==> src/rtl/ahb_axi4_pkg.sv <==
// Shared types and constants for the AHB-to-AXI4 bridge write-data drain.
package ahb_axi4_pkg;

  typedef enum logic [0:0] {
    StIdle  = 1'b0,
    StBurst = 1'b1
  } drain_state_e;

  localparam int unsigned DEF_LEN_WIDTH = 8;
  localparam int unsigned STALL_CNT_W   = 16;

endpackage

==> src/rtl/ahb_axi4_wout_slice.sv <==
// Single-entry registered valid/ready stage holding one AXI4 W beat {data, strb, last}.
module ahb_axi4_wout_slice #(
  parameter int unsigned DATA_WIDTH = 32
) (
  input  logic                    clk,
  input  logic                    rst_n,
  input  logic                    load,
  input  logic [DATA_WIDTH-1:0]   load_data,
  input  logic [DATA_WIDTH/8-1:0] load_strb,
  input  logic                    load_last,
  output logic                    free,
  input  logic                    ready,
  output logic                    valid,
  output logic [DATA_WIDTH-1:0]   data,
  output logic [DATA_WIDTH/8-1:0] strb,
  output logic                    last
);

  logic                    valid_q;
  logic [DATA_WIDTH-1:0]   data_q;
  logic [DATA_WIDTH/8-1:0] strb_q;
  logic                    last_q;

  // Slot can accept a new beat if empty or the held beat leaves this cycle.
  assign free = ~valid_q | ready;

  always_ff @(posedge clk) begin
    if (!rst_n) begin
      valid_q <= 1'b0;
      data_q  <= '0;
      strb_q  <= '0;
      last_q  <= 1'b0;
    end else if (load) begin
      valid_q <= 1'b1;
      data_q  <= load_data;
      strb_q  <= load_strb;
      last_q  <= load_last;
    end else if (ready) begin
      valid_q <= 1'b0;
    end
  end

  assign valid = valid_q;
  assign data  = data_q;
  assign strb  = strb_q;
  assign last  = last_q;

endmodule

==> src/rtl/ahb_axi4_wdata_drain.sv <==
// Pops one commanded burst from the show-ahead write-data FIFO onto the AXI4 W channel.
// Optional FIFO-underflow stall counter enabled by AHB_AXI4_WDRAIN_STALL_CNT_EN.
module ahb_axi4_wdata_drain
  import ahb_axi4_pkg::*;
#(
  parameter int unsigned DATA_WIDTH = 32,
  parameter int unsigned LEN_WIDTH  = DEF_LEN_WIDTH
) (
  input  logic                    clk,
  input  logic                    rst_n,
  input  logic                    cmd_valid_i,
  output logic                    cmd_ready_o,
  input  logic [LEN_WIDTH-1:0]    cmd_len_i,
  input  logic [DATA_WIDTH/8-1:0] cmd_strb_i,
  input  logic [DATA_WIDTH-1:0]   fifo_data_i,
  input  logic                    fifo_empty_i,
  output logic                    fifo_rd_o,
  output logic [DATA_WIDTH-1:0]   m_axi_wdata_o,
  output logic [DATA_WIDTH/8-1:0] m_axi_wstrb_o,
  output logic                    m_axi_wlast_o,
  output logic                    m_axi_wvalid_o,
  input  logic                    m_axi_wready_i,
  output logic                    busy_o,
  output logic [STALL_CNT_W-1:0]  stall_cnt_o
);

  localparam int unsigned STRB_WIDTH = DATA_WIDTH / 8;

  drain_state_e            state_q, state_d;
  logic [LEN_WIDTH-1:0]    len_q;
  logic [STRB_WIDTH-1:0]   strb_q;
  logic [LEN_WIDTH:0]      fetch_cnt_q;
  logic                    in_burst;
  logic                    accept;
  logic                    burst_done;
  logic                    slot_free;

  assign in_burst   = (state_q == StBurst);
  assign accept     = (state_q == StIdle) & cmd_valid_i;
  assign burst_done = in_burst & m_axi_wvalid_o & m_axi_wready_i & m_axi_wlast_o;

  // Gated by rst_n so a reset edge never pops a word the output stage would drop.
  assign fifo_rd_o = rst_n & in_burst & ~fifo_empty_i & slot_free &
                     (fetch_cnt_q <= {1'b0, len_q});

  always_comb begin
    state_d     = state_q;
    cmd_ready_o = 1'b0;
    busy_o      = 1'b0;
    unique case (state_q)
      StIdle: begin
        cmd_ready_o = 1'b1;
        if (cmd_valid_i) state_d = StBurst;
      end
      StBurst: begin
        busy_o = 1'b1;
        if (burst_done) state_d = StIdle;
      end
      default: state_d = StIdle;
    endcase
  end

  always_ff @(posedge clk) begin
    if (!rst_n) begin
      state_q     <= StIdle;
      len_q       <= '0;
      strb_q      <= '0;
      fetch_cnt_q <= '0;
    end else begin
      state_q <= state_d;
      if (accept) begin
        len_q       <= cmd_len_i;
        strb_q      <= cmd_strb_i;
        fetch_cnt_q <= '0;
      end else if (fifo_rd_o) begin
        fetch_cnt_q <= fetch_cnt_q + 1'b1;
      end
    end
  end

  ahb_axi4_wout_slice #(
    .DATA_WIDTH (DATA_WIDTH)
  ) u_wout_slice (
    .clk       (clk),
    .rst_n     (rst_n),
    .load      (fifo_rd_o),
    .load_data (fifo_data_i),
    .load_strb (strb_q),
    .load_last (fetch_cnt_q == {1'b0, len_q}),
    .free      (slot_free),
    .ready     (m_axi_wready_i),
    .valid     (m_axi_wvalid_o),
    .data      (m_axi_wdata_o),
    .strb      (m_axi_wstrb_o),
    .last      (m_axi_wlast_o)
  );

`ifdef AHB_AXI4_WDRAIN_STALL_CNT_EN
  logic [STALL_CNT_W-1:0] stall_cnt_q;

  always_ff @(posedge clk) begin
    if (!rst_n) begin
      stall_cnt_q <= '0;
    end else if (accept) begin
      stall_cnt_q <= '0;
    end else if (in_burst & fifo_empty_i & slot_free & ~&stall_cnt_q) begin
      stall_cnt_q <= stall_cnt_q + 1'b1;
    end
  end

  assign stall_cnt_o = stall_cnt_q;
`else
  assign stall_cnt_o = '0;
`endif

endmodule

==> config.mk <==
export PLATFORM = sky130hd
export DESIGN_NAME = ahb_axi4_wdata_drain
export DESIGN_NICKNAME = d
export VERILOG_FILES = /design/src/rtl/ahb_axi4_pkg.sv /design/src/rtl/ahb_axi4_wout_slice.sv /design/src/rtl/ahb_axi4_wdata_drain.sv
export SDC_FILE = /design/constraint.sdc
export NUM_CORES = 1
export LEC_CHECK = 0
export BUFFER_PORTS_ARGS = -buffer_cell sky130_fd_sc_hd__buf_2
export CELL_PAD_IN_SITES_DETAIL_PLACEMENT = 2
export CELL_PAD_IN_SITES_GLOBAL_PLACEMENT = 2
export CORE_MARGIN = 2
export CORE_UTILIZATION = 26
export CTS_BUF_LIST = sky130_fd_sc_hd__clkbuf_16
export CTS_CLUSTER_DIAMETER = 200
export DETAILED_ROUTE_END_ITERATION = 12
export GPL_TIMING_DRIVEN = 0
export MAX_ROUTING_LAYER = met4
export PLACE_DENSITY_LB_ADDON = 0.1
export SETUP_SLACK_MARGIN = 0.1
export SLEW_MARGIN = 0
export SYNTH_ARGS = -nofsm -noshare
export SYNTH_HDL_FRONTEND = slang
export SYNTH_SLANG_ARGS = --single-unit
==> constraint.sdc <==
create_clock -name clk -period 2.4 [get_ports clk]
set_input_delay 0.36 -clock clk [delete_from_list [all_inputs] [get_ports clk]]
set_output_delay 0.36 -clock clk [all_outputs]
set_load 0.005 [all_outputs]
* After elaboration in Yosys (flattened, before gate mapping)
Index checks and enable logic that the tools add are counted.
W data, S select, Z words.
** Storage, ports and cells
- Bits in registers :: 60
- Bits of input ports :: 49
- Output and inout port bits :: 57
- Word-level logic and storage cells :: 33
** Operators by class
- Add/sub/neg operators :: 1
- $lt $le $gt $ge :: 1
- Equality and inequality tests :: 1
- Mux-type cells :: 7
- Bitwise gates (word level) :: 13
- Reduce and logical (&&, ||, !) cells :: 2
** Operators by type and width (number)
- $add A9 B1 Y9 const B :: 1
- $eq A9 B8 Y1 :: 1
- $le A9 B8 Y1 :: 1
- $and A1 B1 Y1 :: 8
- $mux W1 :: 6
- $not A1 Y1 :: 4
- $pmux W1 S2 :: 1
- $reduce_bool A2 Y1 :: 1
- $reduce_or A2 Y1 :: 1
- $or A1 B1 Y1 :: 1

* Logic depth before layout (Yosys ltp)
Gate-level depths: netlist of the first run.
- Depth after elaboration :: 5
- Mapped depth :: 11
- Mapped depth without buffers :: 9

* Hierarchy
A second synthesis of the first run with hierarchy kept.
** Unflattened totals
- Cell total of the unflattened synthesis :: 278
- Area total of the unflattened synthesis :: 2735.1 um^2
** Modules (own cells, without submodules)
- ahb_axi4_wout_slice :: instances 1, cells each 123, area an instance 1455.1 um^2, seq. area each 760.7 um^2
- ahb_axi4_wdata_drain :: instances 1, cells each 155, area an instance 1280.0 um^2, seq. area each 440.4 um^2

* Least setup slack after synthesis of the first run
Ideal clock, no wire load.
- Kind :: register -> register
- Start :: reg fetch_cnt_q[0]
- End :: reg fetch_cnt_q[3]
- Library setup time :: 0.071 ns
- Arrival :: 2.027 ns
- Required time :: 2.329 ns
- Setup slack :: 0.302 ns
- Cell stages (with the launch flop) :: 9
- Buffers on the path :: 1
- Clock period less this slack :: 2.098 ns
- Path through :: dfxtp_1 inv_1 ha_1 nand2_1 or3_1 a21o_1 buf_6 or4b_1 a21oi_1
** On the way
- Longest elaborated chain between the ends :: 2
- Elaborated cells on any way between the ends :: 3
- Those cells by class :: add/sub (1); order compare (1); bitwise (1)
** RTL lines
- start, declared :: line ahb_axi4_wdata_drain.sv:32 : logic [LEN_WIDTH:0] fetch_cnt_q;
- start signal, assigned :: line ahb_axi4_wdata_drain.sv:76 : fetch_cnt_q <= fetch_cnt_q + 1'b1;
- $le A9 B8 Y1 :: line ahb_axi4_wdata_drain.sv:44 : (fetch_cnt_q <= {1'b0, len_q});
- $and A1 B1 Y1 :: line ahb_axi4_wdata_drain.sv:43 : assign fifo_rd_o = rst_n & in_burst & ~fifo_empty_i & slot_free &
Several ways; a longest one is shown, not always the timed one.
A chain may end at the register's enable or synchronous reset.

* Worst setup path after layout of the first run
- Start :: reg len_q[4]
- End :: out fifo_rd_o
** On the way
- Longest elaborated chain between the ends :: 2
** RTL lines
- start, declared :: line ahb_axi4_wdata_drain.sv:30 : logic [LEN_WIDTH-1:0] len_q;
- start signal, assigned :: line ahb_axi4_wdata_drain.sv:72 : len_q <= cmd_len_i;
- $le A9 B8 Y1 :: line ahb_axi4_wdata_drain.sv:44
- $and A1 B1 Y1 :: line ahb_axi4_wdata_drain.sv:43
- end, declared :: line ahb_axi4_wdata_drain.sv:17 : output logic fifo_rd_o,
No other way between the ends.

==> results.md, run 1 <==
- Core ar.: 9819 um^2
- Post-Layout Cell Count: 579
- # fillers: 1,167
- Max-Cap Viols: 0
- Hold path depth: 3
- Fmax: 411.5 MHz
- Fin worst setup slack: -0.03040 ns
- Worst VDD drop: 0.0002653 V
- Initial core utilization: 0.2701
- Tcrit/Tclk final: 1.013
- All-Layer GR Usage: 0.1671
- Routed wire length: 8.837 mm
- Worst-Skew Late Latency: 0.32 ns
- CTS root buf: clkbuf_16
- Share of layout cells above drive strength 1: 0.3991
- Worst setup startpoint: len_q[4]$_SDFFE_PN0P_
- Die extent in y: 105.0 um
- Design area: 3926 um^2
- Post-DR wirelength/cell: 15.26 um
- Final Skew: 0.006318 ns
- Number of cells in the design after placement: 555
- WP data arrival: 2.07 ns
- Dpl hpwl: 6.021 mm
- Synth warn: 0
- Failing checks: setup timing
- ANT nets after route: 0
- Vias in the first global route: 2,831
- Cell Rows: 36
- IO Pins: 106
- Switching part of the total: 0.2391
- Post-Syn Area: 2653 um^2
- Clock power frac: 0.483
- R2R Setup Slk: -0.01 ns
- Vias: 2,587
- Max-slew violations: 0
- Initial antenna violation count: 0
- Hold path startpoint: fifo_data_i[30]
- Crit Path Category: reg2out
- RSZ-0062 raised after global routing: true
- First drt pass iteration count: 3
- Largest net degree at the start of global routing: 11
- Int Pwr: 1.953 mW
- Die area: 11,030 um^2
- Crit-path max FO: 5
- Worst endpoint required time: 2.04 ns
- Critical-path cell list: inv_2 > ha_4 > nand3_4 > o21bai_4 > a311oi_4 > a21o_1 > buf_6 > inv_4 > buf_6 > buf_6
- Synth cell types: 33
- Share of power burned in registers: 0.406
- CTS tree: yes
- Register bit total from synthesis: 60
- Final Hold Viols: 0
- HP Class: in2reg
- ANT cells: 0
- Die X: 105.0 um
- Total gr overflow: 0
- Layout area overhead: 48.02%
- RR Endpoint: fetch_cnt_q[3]$_SDFFE_PP0P_
- Slew margin rel.: 0.5950
- Peak per-stage delay on the critical path: 0.33 ns
- Hold WS: 0.2745 ns
- CTS buffer count: 9
- Iter 0 DRT Violations: 50
- Setup crit end kind: output pin
- Reg clk slew, reported paths: 0.06 ns
- Switching power: 613.8 uW
- Sequential Area: 1227 um^2
- Mapped Cells: 319
- Crit path time final: 2.430 ns
- RR Startpoint: fetch_cnt_q[0]$_SDFFE_PP0P_
- Final setup vio count: 2
- CTS sink cnt: 60
- Hold Crit Endpoint: u_wout_slice.data[30]$_SDFFE_PN0P_
- Status: finished with violations
- Vias per std cell: 4.468
- First-pass GRT wire length: 14.28 mm
- Area of the multi-input gates: 1461 um^2
- H-tree Lvls: 3
- DRC violations left: 0
- Pwr per Cell Area: 653.7 nW/um^2
- Leak Pwr: 1.683 nW
- Hold-fix buffers at CTS: 0
- Gp weighted congestion: 0.7365
- Startpoint Class: flip-flop
- Worst-Margin Slew: 0.5922 ns
- Reg2reg path depth: 9
- Nets: 499
- Slowest library cell on the worst path: dfxtp_2
- Register area share after synthesis: 0.4528
- Most frequent CP cell: buf_6
- Setup TNS: -0.04396 ns
- DP Area: 3316 um^2
- Port buffer count: 88
- Clk buf depth: 2
- Comb power frac: 0.111
- Mean Syn Cell Area: 8.315 um^2
==> synth_stat cells <==
library cell  number  area share
nand4_1            1      0.0024
nor3_1             1      0.0019
a21boi_0          49        0.14
or4b_1             1      0.0038
inv_1             11       0.016
a41oi_1            1      0.0033
buf_2              8       0.015
xnor2_1            1      0.0033
nand2_1          109        0.15
or4_1              3      0.0085
a31oi_1            1      0.0024
nor2_1             1      0.0014
conb_1             1      0.0014
a311oi_1           1      0.0033
buf_4             17       0.048
clkbuf_1           7      0.0099
ha_1               9       0.042
nor4_4             1      0.0080
a2111oi_0          1      0.0033
o21ai_1            1      0.0019
o21bai_1           1      0.0028
a21oi_1            7       0.013
or3_1              2      0.0047
o21a_1             1      0.0028
nand3_1            8       0.015
nand3_2            1      0.0038
dfxtp_1           60        0.45
nor2b_1            3      0.0071
mux2i_1            1      0.0038
o31ai_1            2      0.0057
a21o_1             2      0.0057
o21ai_0            5      0.0094
buf_6              1      0.0042
==> power groups by stage <==
| stage | clock network, mW | logic, mW | registers (mW) |
|---|---|---|---|
| 2_1_floorplan | 0 | 0.128 | 1.06 |
| 3_3_place_gp | 0 | 0.223 | 1.06 |
| 3_5_place_dp | 0 | 0.230 | 1.07 |
| 4_1_cts | 1.26 | 0.268 | 1.04 |
| 5_1_grt | 1.31 | 0.319 | 1.05 |
| 6_report | 1.24 | 0.285 | 1.04 |
==> layout by cell type, fill, tap and decap left out, drive strengths merged, types with 2 or more instances in the layout <==
cell type  synthesis  layout
nor2b              3       3
a21boi            49      49
dfxtp             60      60
buf               26     122
clkinv             0       4
a21o               2       2
ha                 9       9
or3                2       2
a21oi              7       7
conb               1      16
nand3              9       9
nand2            109     109
or4                3       3
inv               11      12
o21ai              6       6
o31ai              2       2
clkbuf             7      16
==> timing repair <==
item | in CTS | in global routing
endpoints found under the setup margin | 43 | 44
setup buffers | 8 | 0
pin swaps | 9 | 6
hold endpoints to repair | 0 | 0
resized for setup | 39 | 32
==> layout make-up <==
class                           instances  area share
Multi-Input combinational cell        230      0.3722
Sequential cell                        60      0.3126
Timing Repair Buffer                   96      0.1291
Buffer                                 33     0.06023
Clock buffer                            9     0.05736
Tap cell                              133     0.04238
Clock inverter                          7     0.01498
Inverter                               11     0.01115
==> sequential cells by signal, indices dropped and copies added, names as in the netlist <==
name / flops
u_wout_slice.last: 1
u_wout_slice.data: 32
in_burst: 1
strb_q: 4
fetch_cnt_q: 9
u_wout_slice.strb: 4
len_q: 8
u_wout_slice.valid: 1
==> worst max-delay path, delay by kind of cell (launching register included) <==
family,cells,cell delay (ns)
compound gates,3,0.62
fa+ha+maj,1,0.29
simple gates,1,0.10
buf+inv,5,0.40
flops,1,0.33
==> logic make-up (layout without fill, tap and decap cells) <==
family	count (synthesis)	count (layout)	synth area share
other cells	1	16	0.001414
mux	1	1	0.003774
simple gates	131	131	0.2108
flops	60	60	0.4528
buf+inv	44	156	0.09293
xor+xnor	1	1	0.003302
compound gates	72	72	0.1924
fa+ha+maj	9	9	0.04245
==> metrics by stage <==
stage	power [mW]	worst slack [ns]	utilization
after CTS	2.574	-0.04403	0.3908
after global routing	2.679	-0.1322	0.3998
after global placement	1.288	-0.1879	0.3377
after floorplan	1.192	0.3024	-
after detailed placement	1.296	-0.1975	0.3377
final	2.566	-0.03040	0.3998
==> metal layers <==
layer,share of wire,wire length (um),vias up,global-route usage
met5,0,0,-,-
met4,0.011,101,0,0.04095
met3,0.044,393,8,0.04492
met2,0.53,4725,60,0.3080
met1,0.41,3617,1250,0.1765
li1,-,-,1269,-
==> worst max-delay path by stage <==
stage	endpoint	slack (ns)
global route	fifo_rd_o	-0.13
global placement	fifo_rd_o	-0.19
CTS	fifo_rd_o	-0.04
floorplan	fetch_cnt_q[3]$_SDFFE_PP0P_	0.30
finish	fifo_rd_o	-0.03
detailed placement	fifo_rd_o	-0.20
(Power assumes the default switching activity.)
==> run 2: changes to the inputs <==
==> constraint.sdc (replaced) <==
create_clock -name clk -period 2.4 [get_ports clk]
set_input_delay 0.24 -clock clk [delete_from_list [all_inputs] [get_ports clk]]
set_output_delay 0.24 -clock clk [all_outputs]
set_load 0.005 [all_outputs]
==> results.md, run 2 (synthesis gave the netlist of run 1 again) <==
- Worst-Skew Late Latency: 0.32 ns (about the same)
- Commonest non-fill, non-tap cell in the layout: nand2_1
- Worst VDD drop: 0.0002669 V (+0.58%)
- CTS sink cnt: 60 (unchanged)
- First-pass GRT wire length: 14.28 mm (unchanged)
- Critical-path cell list: inv_1 > ha_1 > nand2_2 > or3_4 > a21o_1 > buf_6 > buf_4 > or4b_4 > a21oi_2
- DP Worst Slack: -0.07749 ns (+0.1200 ns)
- Vias in the first global route: 2,833 (+0.071%)
- Leak Pwr: 1.686 nW (+0.20%)
- Pwr per Cell Area: 654.9 nW/um^2 (+0.19%)
- Commonest non-fill, non-tap cells in the layout: nand2_1, buf_2, dfxtp_1
- Crit-path max FO: 9 (+4)
- DRC violations left: 0 (unchanged)
- Fin worst setup slack: 0.03050 ns (+0.06090 ns)
- CTS tree: yes
- Peak per-stage delay on the critical path: 0.49 ns (+0.16 ns)
- Routed wire length: 8.879 mm (+0.48%)
- Crit path time final: 2.370 ns (-0.06090 ns)
- Max-slew violations: 0 (unchanged)
- Status: complete, no violations
- Slowest library cell on the worst path: or4b_4
- Die X: 105.0 um (unchanged)
- H-tree Lvls: 3 (unchanged)
- Vias per std cell: 4.476 (+0.17%)
- Max reg flops: 32 (unchanged)
- Fmax: 422.0 MHz (+2.6%)
- Cell Rows: 36 (unchanged)
- Gp weighted congestion: 0.7365 (unchanged)
- Vias: 2,596 (+0.35%)
- Post-DR wirelength/cell: 15.31 um (+0.30%)
- Setup crit end kind: flip-flop
- Sequential Area: 1227 um^2 (unchanged)
- Crit Path Category: reg2reg
- Max-Cap Viols: 0 (unchanged)
- Nets: 500 (+0.20%)
- CTS buffer count: 9 (unchanged)
- Die extent in y: 105.0 um (unchanged)
- ANT nets after route: 0 (unchanged)
- Startpoint Class: flip-flop
- Core ar.: 9819 um^2 (unchanged)
- Die area: 11,030 um^2 (unchanged)
- Iter 0 DRT Violations: 50 (unchanged)
- Worst endpoint required time: 2.64 ns (+0.60 ns)
- Reg clk slew, reported paths: 0.05 ns (about the same)
- Initial antenna violation count: 0 (unchanged)
- Initial core utilization: 0.2701 (unchanged)
- First drt pass iteration count: 3 (unchanged)
- Setup TNS: 0 ns (+0.04396 ns)
- CTS root buf: clkbuf_16
- Final Hold Viols: 0 (unchanged)
- Slew margin rel.: 0.5182 (-0.07673)
- IO Pins: 106 (unchanged)
- RSZ-0062 raised after global routing: true
- Hold WS: 0.1548 ns (-0.1196 ns)
- # fillers: 1,165 (-0.17%)
- HP Class: in2reg
- Hold-fix buffers at CTS: 0 (unchanged)
- Post-Layout Cell Count: 580 (+0.17%)
- ANT cells: 0 (unchanged)
- Total gr overflow: 0 (unchanged)
- Port buffer count: 88 (unchanged)
- Final setup vio count: 0 (-2)
- WP data arrival: 2.61 ns (+0.54 ns)
- Layout area overhead: 48.16% (about the same)
- Worst-Margin Slew: 0.7044 ns (+0.1122 ns)
- Largest net degree at the start of global routing: 11 (unchanged)
- Dpl hpwl: 6.021 mm (unchanged)
- Area of the multi-input gates: 1461 um^2 (unchanged)
- All-Layer GR Usage: 0.1671 (unchanged)
- Tcrit/Tclk final: 0.9873 (-0.02538)
- Utilization after layout: 0.4002 (about the same)
- Share of layout cells above drive strength 1: 0.3960 (-0.003130)
- Final Skew: 0.007161 ns (+0.0008425 ns)
- Clk buf depth: 2 (unchanged)
- Number of cells in the design after placement: 555 (unchanged)
-- run 2: changes by cell type in the layout (fill, tap and decap cells not counted), sizes merged --
cell  change
buf       +1
-- run 2: repair_timing --
item | in CTS | in global routing
pin swaps | 10 | 6
gates cloned | 0 | 0
setup endpoints to repair | 43 | 44
resized for setup | 39 | 30
setup buffers | 8 | 1
-- run 2: critical path, delay by kind of cell (launching register included) --
family          cells  cell delay [ns]
compound gates      2             0.34
fa+ha+maj           1             0.30
buf+inv             3             0.34
flops               1             0.34
simple gates        3             0.97
-- run 2: routing by layer --
metal  track usage  up-vias  part of all wire
li1              -     1270                 -
met4       0.04095        0             0.011
met5             -        -                 0
met1        0.1765     1257              0.41
met3       0.04492        8             0.044
met2        0.3080       61              0.53
-- run 2: area by class of cell --
| type | count | share of cell area |
|---|---|---|
| Multi-Input combinational cell | 230 | 0.3719 |
| Clock buffer | 9 | 0.05731 |
| Timing Repair Buffer | 97 | 0.1308 |
| Sequential cell | 60 | 0.3123 |
| Buffer | 33 | 0.05922 |
| Clock inverter | 7 | 0.01496 |
| Inverter | 11 | 0.01114 |
| Tap cell | 133 | 0.04234 |
-- run 2: final timing paths --
| kind | from | to | cells past startpoint | slack (ns) |
|---|---|---|---|---|
| setup / recovery | fetch_cnt_q[0]$_SDFFE_PP0P_ | fetch_cnt_q[3]$_SDFFE_PP0P_ | 9 | 0.03 |
| hold / removal | fifo_data_i[30] | u_wout_slice.data[30]$_SDFFE_PN0P_ | 3 | 0.15 |
| setup reg to reg | fetch_cnt_q[0]$_SDFFE_PP0P_ | fetch_cnt_q[3]$_SDFFE_PP0P_ | 9 | 0.03 |
| hold reg to reg | u_wout_slice.data[30]$_SDFFE_PN0P_ | u_wout_slice.data[30]$_SDFFE_PN0P_ | 2 | 0.46 |
-- run 2: where the power goes --
group          leakage (nW)  internal (mW)  switching [mW]
combinational          1.05          0.144           0.146
sequential            0.494           1.02          0.0174
clock                 0.141          0.788           0.454
total                  1.69           1.96           0.618
-- run 2: through the flow --
step           cell area, um^2  total power, mW
3_5_place_dp              3316            1.296
2_1_floorplan             2709            1.192
4_1_cts                   3837            2.574
3_3_place_gp              3316            1.288
5_1_grt                   3930            2.684
6_report                  3930            2.574
==> run 3: changes to the inputs <==
--- a/config.mk
+++ b/config.mk
@@ -5,6 +5,7 @@
 export SDC_FILE = /design/constraint.sdc
 export NUM_CORES = 1
 export LEC_CHECK = 0
+export ABC_AREA = 1
 export BUFFER_PORTS_ARGS = -buffer_cell sky130_fd_sc_hd__buf_2
 export CELL_PAD_IN_SITES_DETAIL_PLACEMENT = 2
 export CELL_PAD_IN_SITES_GLOBAL_PLACEMENT = 2
==> results.md, run 3 <==
- Slew margin rel.: 0.6184 (+0.1002)
- Share of layout cells above drive strength 1: 0.2959 (-0.1001)
- Power, Total: 2.689 mW (+4.5%)
- All-Layer GR Usage: 0.1604 (-0.006738)
- Total gr overflow: 0 (unchanged)
- Dpl hpwl: 6.759 mm (+12%)
- Max-Cap Viols: 0 (unchanged)
- Fmax: 464.9 MHz (+10%)
- Mean Syn Cell Area: 7.342 um^2 (-12%)
- ANT cells: 0 (unchanged)
- Yosys top cell area share: 0.4238 (-0.02899)
- DP Worst Slack: 0.1616 ns (+0.2391 ns)
- Pwr per Cell Area: 700.2 nW/um^2 (+6.9%)
- Die area: 11,750 um^2 (+6.6%)
- Vias per std cell: 4.366 (-2.4%)
- Worst-Skew Late Latency: 0.32 ns (about the same)
- Worst VDD drop: 0.0002851 V (+6.8%)
- Tcrit/Tclk final: 0.8962 (-0.09113)
- Post-Syn Area: 2834 um^2 (+6.8%)
- Core ar.: 10,750 um^2 (+9.4%)
- RSZ-0062 raised after global routing: false
- Register area share after synthesis: 0.4238 (-0.02899)
- H-tree Lvls: 3 (unchanged)
- Crit path time final: 2.151 ns (-0.2187 ns)
- Synth area leaders: dfxtp_1, nor2_1, nand2_1
- First-pass GRT wire length: 14.19 mm (-0.63%)
- Nets: 561 (+12%)
- HP Class: in2reg
- Crit Path Category: reg2out
- DRC violations left: 0 (unchanged)
- FFs w/ async S/R, synth: 0 (unchanged)
- Hold WS: 0.1388 ns (-0.01603 ns)
- Synth warn: 0 (unchanged)
- # fillers: 1,316 (+13%)
- Max reg flops: 32 (unchanged)
- Die X: 108.4 um (+3.2%)
- Startpoint Class: flip-flop
- Most frequent cell after synthesis: nor2_1
- Post-synth EDFFs: 0 (unchanged)
- Vias in the first global route: 2,929 (+3.4%)
- Mapped Cells: 386 (+21%)
- Die extent in y: 108.4 um (+3.2%)
- Reg clk slew, reported paths: 0.05 ns (about the same)
- Yosys top cell by area: dfxtp_1
- Port buffer count: 89 (+1.1%)
- CTS buffer count: 9 (unchanged)
- Setup TNS: 0 ns (unchanged)
- CTS tree: yes
- Crit-path max FO: 10 (+1)
- Layout area overhead: 35.50%
- Leak Pwr: 1.860 nW (+10%)
- CTS root buf: clkbuf_16
- Worst-Margin Slew: 0.5724 ns (-0.1320 ns)
- Iter 0 DRT Violations: 95 (+90%)
- Commonest non-fill, non-tap cells in the layout: buf_2, nor2_1, nand2_1
- Routed wire length: 8.887 mm (about the same)
- CTS sink cnt: 60 (unchanged)
- WP data arrival: 1.91 ns (-0.70 ns)
- First drt pass iteration count: 4 (+1)
- Worst endpoint required time: 2.16 ns (-0.48 ns)
- Post-DR wirelength/cell: 13.74 um (-10%)
- Initial antenna violation count: 0 (unchanged)
- Max-slew violations: 0 (unchanged)
- Fin worst setup slack: 0.2492 ns (+0.2187 ns)
- IO Pins: 106 (unchanged)
- ANT nets after route: 0 (unchanged)
- Final Skew: 0.004440 ns (-0.002721 ns)
- Status: complete, no violations
- Register bit total from synthesis: 60 (unchanged)
- Synth cell types: 25 (-24%)
- Final setup vio count: 0 (unchanged)
- Setup crit end kind: output pin
- Final Hold Viols: 0 (unchanged)
- Gp weighted congestion: 0.7482 (+1.6%)
- Commonest non-fill, non-tap cell in the layout: buf_2
- Post-synth top cells: nor2_1, nand2_1, dfxtp_1, nand3b_1, nand3_1
- Vias: 2,825 (+8.8%)
- Initial core utilization: 0.2637 (-0.006392)
- Dominant synthesized flop cell: dfxtp_1
- DP Area: 3511 um^2 (+5.9%)
- Cell Rows: 38 (+5.6%)
- Clk buf depth: 2 (unchanged)
- Design area: 3840 um^2 (-2.3%)
- Largest net degree at the start of global routing: 11 (unchanged)
[run 3: cell types whose count changed in the layout (fill, tap and decap cells not counted), moves of 8 or more]
| cell | previous run | this run |
|---|---|---|
| nand3b_1 | 0 | 33 |
| nand3_1 | 7 | 31 |
| nor2_1 | 1 | 85 |
| nand2_1 | 108 | 65 |
| dfxtp_1 | 47 | 56 |
| a21boi_0 | 44 | 0 |
| inv_1 | 7 | 26 |
| buf_2 | 90 | 98 |
[run 3: kinds of logic after synthesis]
kind of cell | share of synthesized area
buffers and inverters | 0.1210
flip-flops | 0.4238
XOR/XNOR | 0.01546
AND/OR/NAND/NOR | 0.3612
AO/OA/AOI/OAI | 0.03753
other | 0.001323
adder cells (fa/ha/maj) | 0.03974
[run 3: routing by layer]
| layer | wire length, um | up-vias | part of all wire | GRT usage |
|---|---|---|---|---|
| met1 | 3785 | 1337 | 0.43 | 0.1771 |
| met3 | 392 | 13 | 0.044 | 0.03255 |
| li1 | - | 1418 | - | - |
| met2 | 4583 | 57 | 0.52 | 0.2888 |
| met4 | 125 | 0 | 0.014 | 0.04945 |
| met5 | 0 | - | 0 | - |
[run 3: final cells by class]
cell class	count	area [um^2]	share of cell area
Clock inverter	6	56.30	0.01466
Timing Repair Buffer	91	460.4	0.1199
Multi-Input combinational cell	275	1365	0.3555
Clock buffer	9	225.2	0.05865
Inverter	29	111.4	0.02900
Tap cell	140	175.2	0.04562
Buffer	37	240.2	0.06256
Sequential cell	60	1206	0.3141
[run 3: stage by stage]
step | instances | util
after detailed placement | 630 | 0.3267
after global placement | 630 | 0.3267
after global routing | 647 | 0.3574
after CTS | 645 | 0.3550
after floorplan | 401 | -
final | 647 | 0.3574
[run 3: final timing paths]
path,startpoint,to,slack [ns],cells past startpoint
max reg2reg,len_q[4]$_SDFFE_PN0P_,u_wout_slice.strb[3]$_SDFFE_PN0P_,0.39,14
min reg2reg,len_q[0]$_SDFFE_PN0P_,len_q[0]$_SDFFE_PN0P_,0.46,2
max,len_q[4]$_SDFFE_PN0P_,fifo_rd_o,0.25,13
min,cmd_len_i[3],len_q[3]$_SDFFE_PN0P_,0.14,3
[run 3: worst max-delay path, cell delays in order (launching register included)]
cell,delay [ns]
dfxtp_1,0.31
inv_1,0.05
ha_1,0.32
nand2_2,0.09
inv_1,0.04
nand2_1,0.06
nand2_1,0.04
nand2_1,0.05
nand3_1,0.08
nand2_2,0.12
nand2_4,0.08
inv_4,0.08
buf_6,0.14
buf_2,0.13
[run 3: timing repair]
item                                    CTS  global route
resized for setup                         9             4
buffers inserted                          0             2
hold buffers                              0             0
hold endpoints to repair                  0             0
pin swaps                                 0             3
endpoints found under the setup margin    1             1
[run 3: report_power, final]
part	switching [mW]	internal, mW	total (mW)
combinational	0.226	0.159	0.385
sequential	0.0192	1.04	1.06
clock	0.455	0.787	1.24
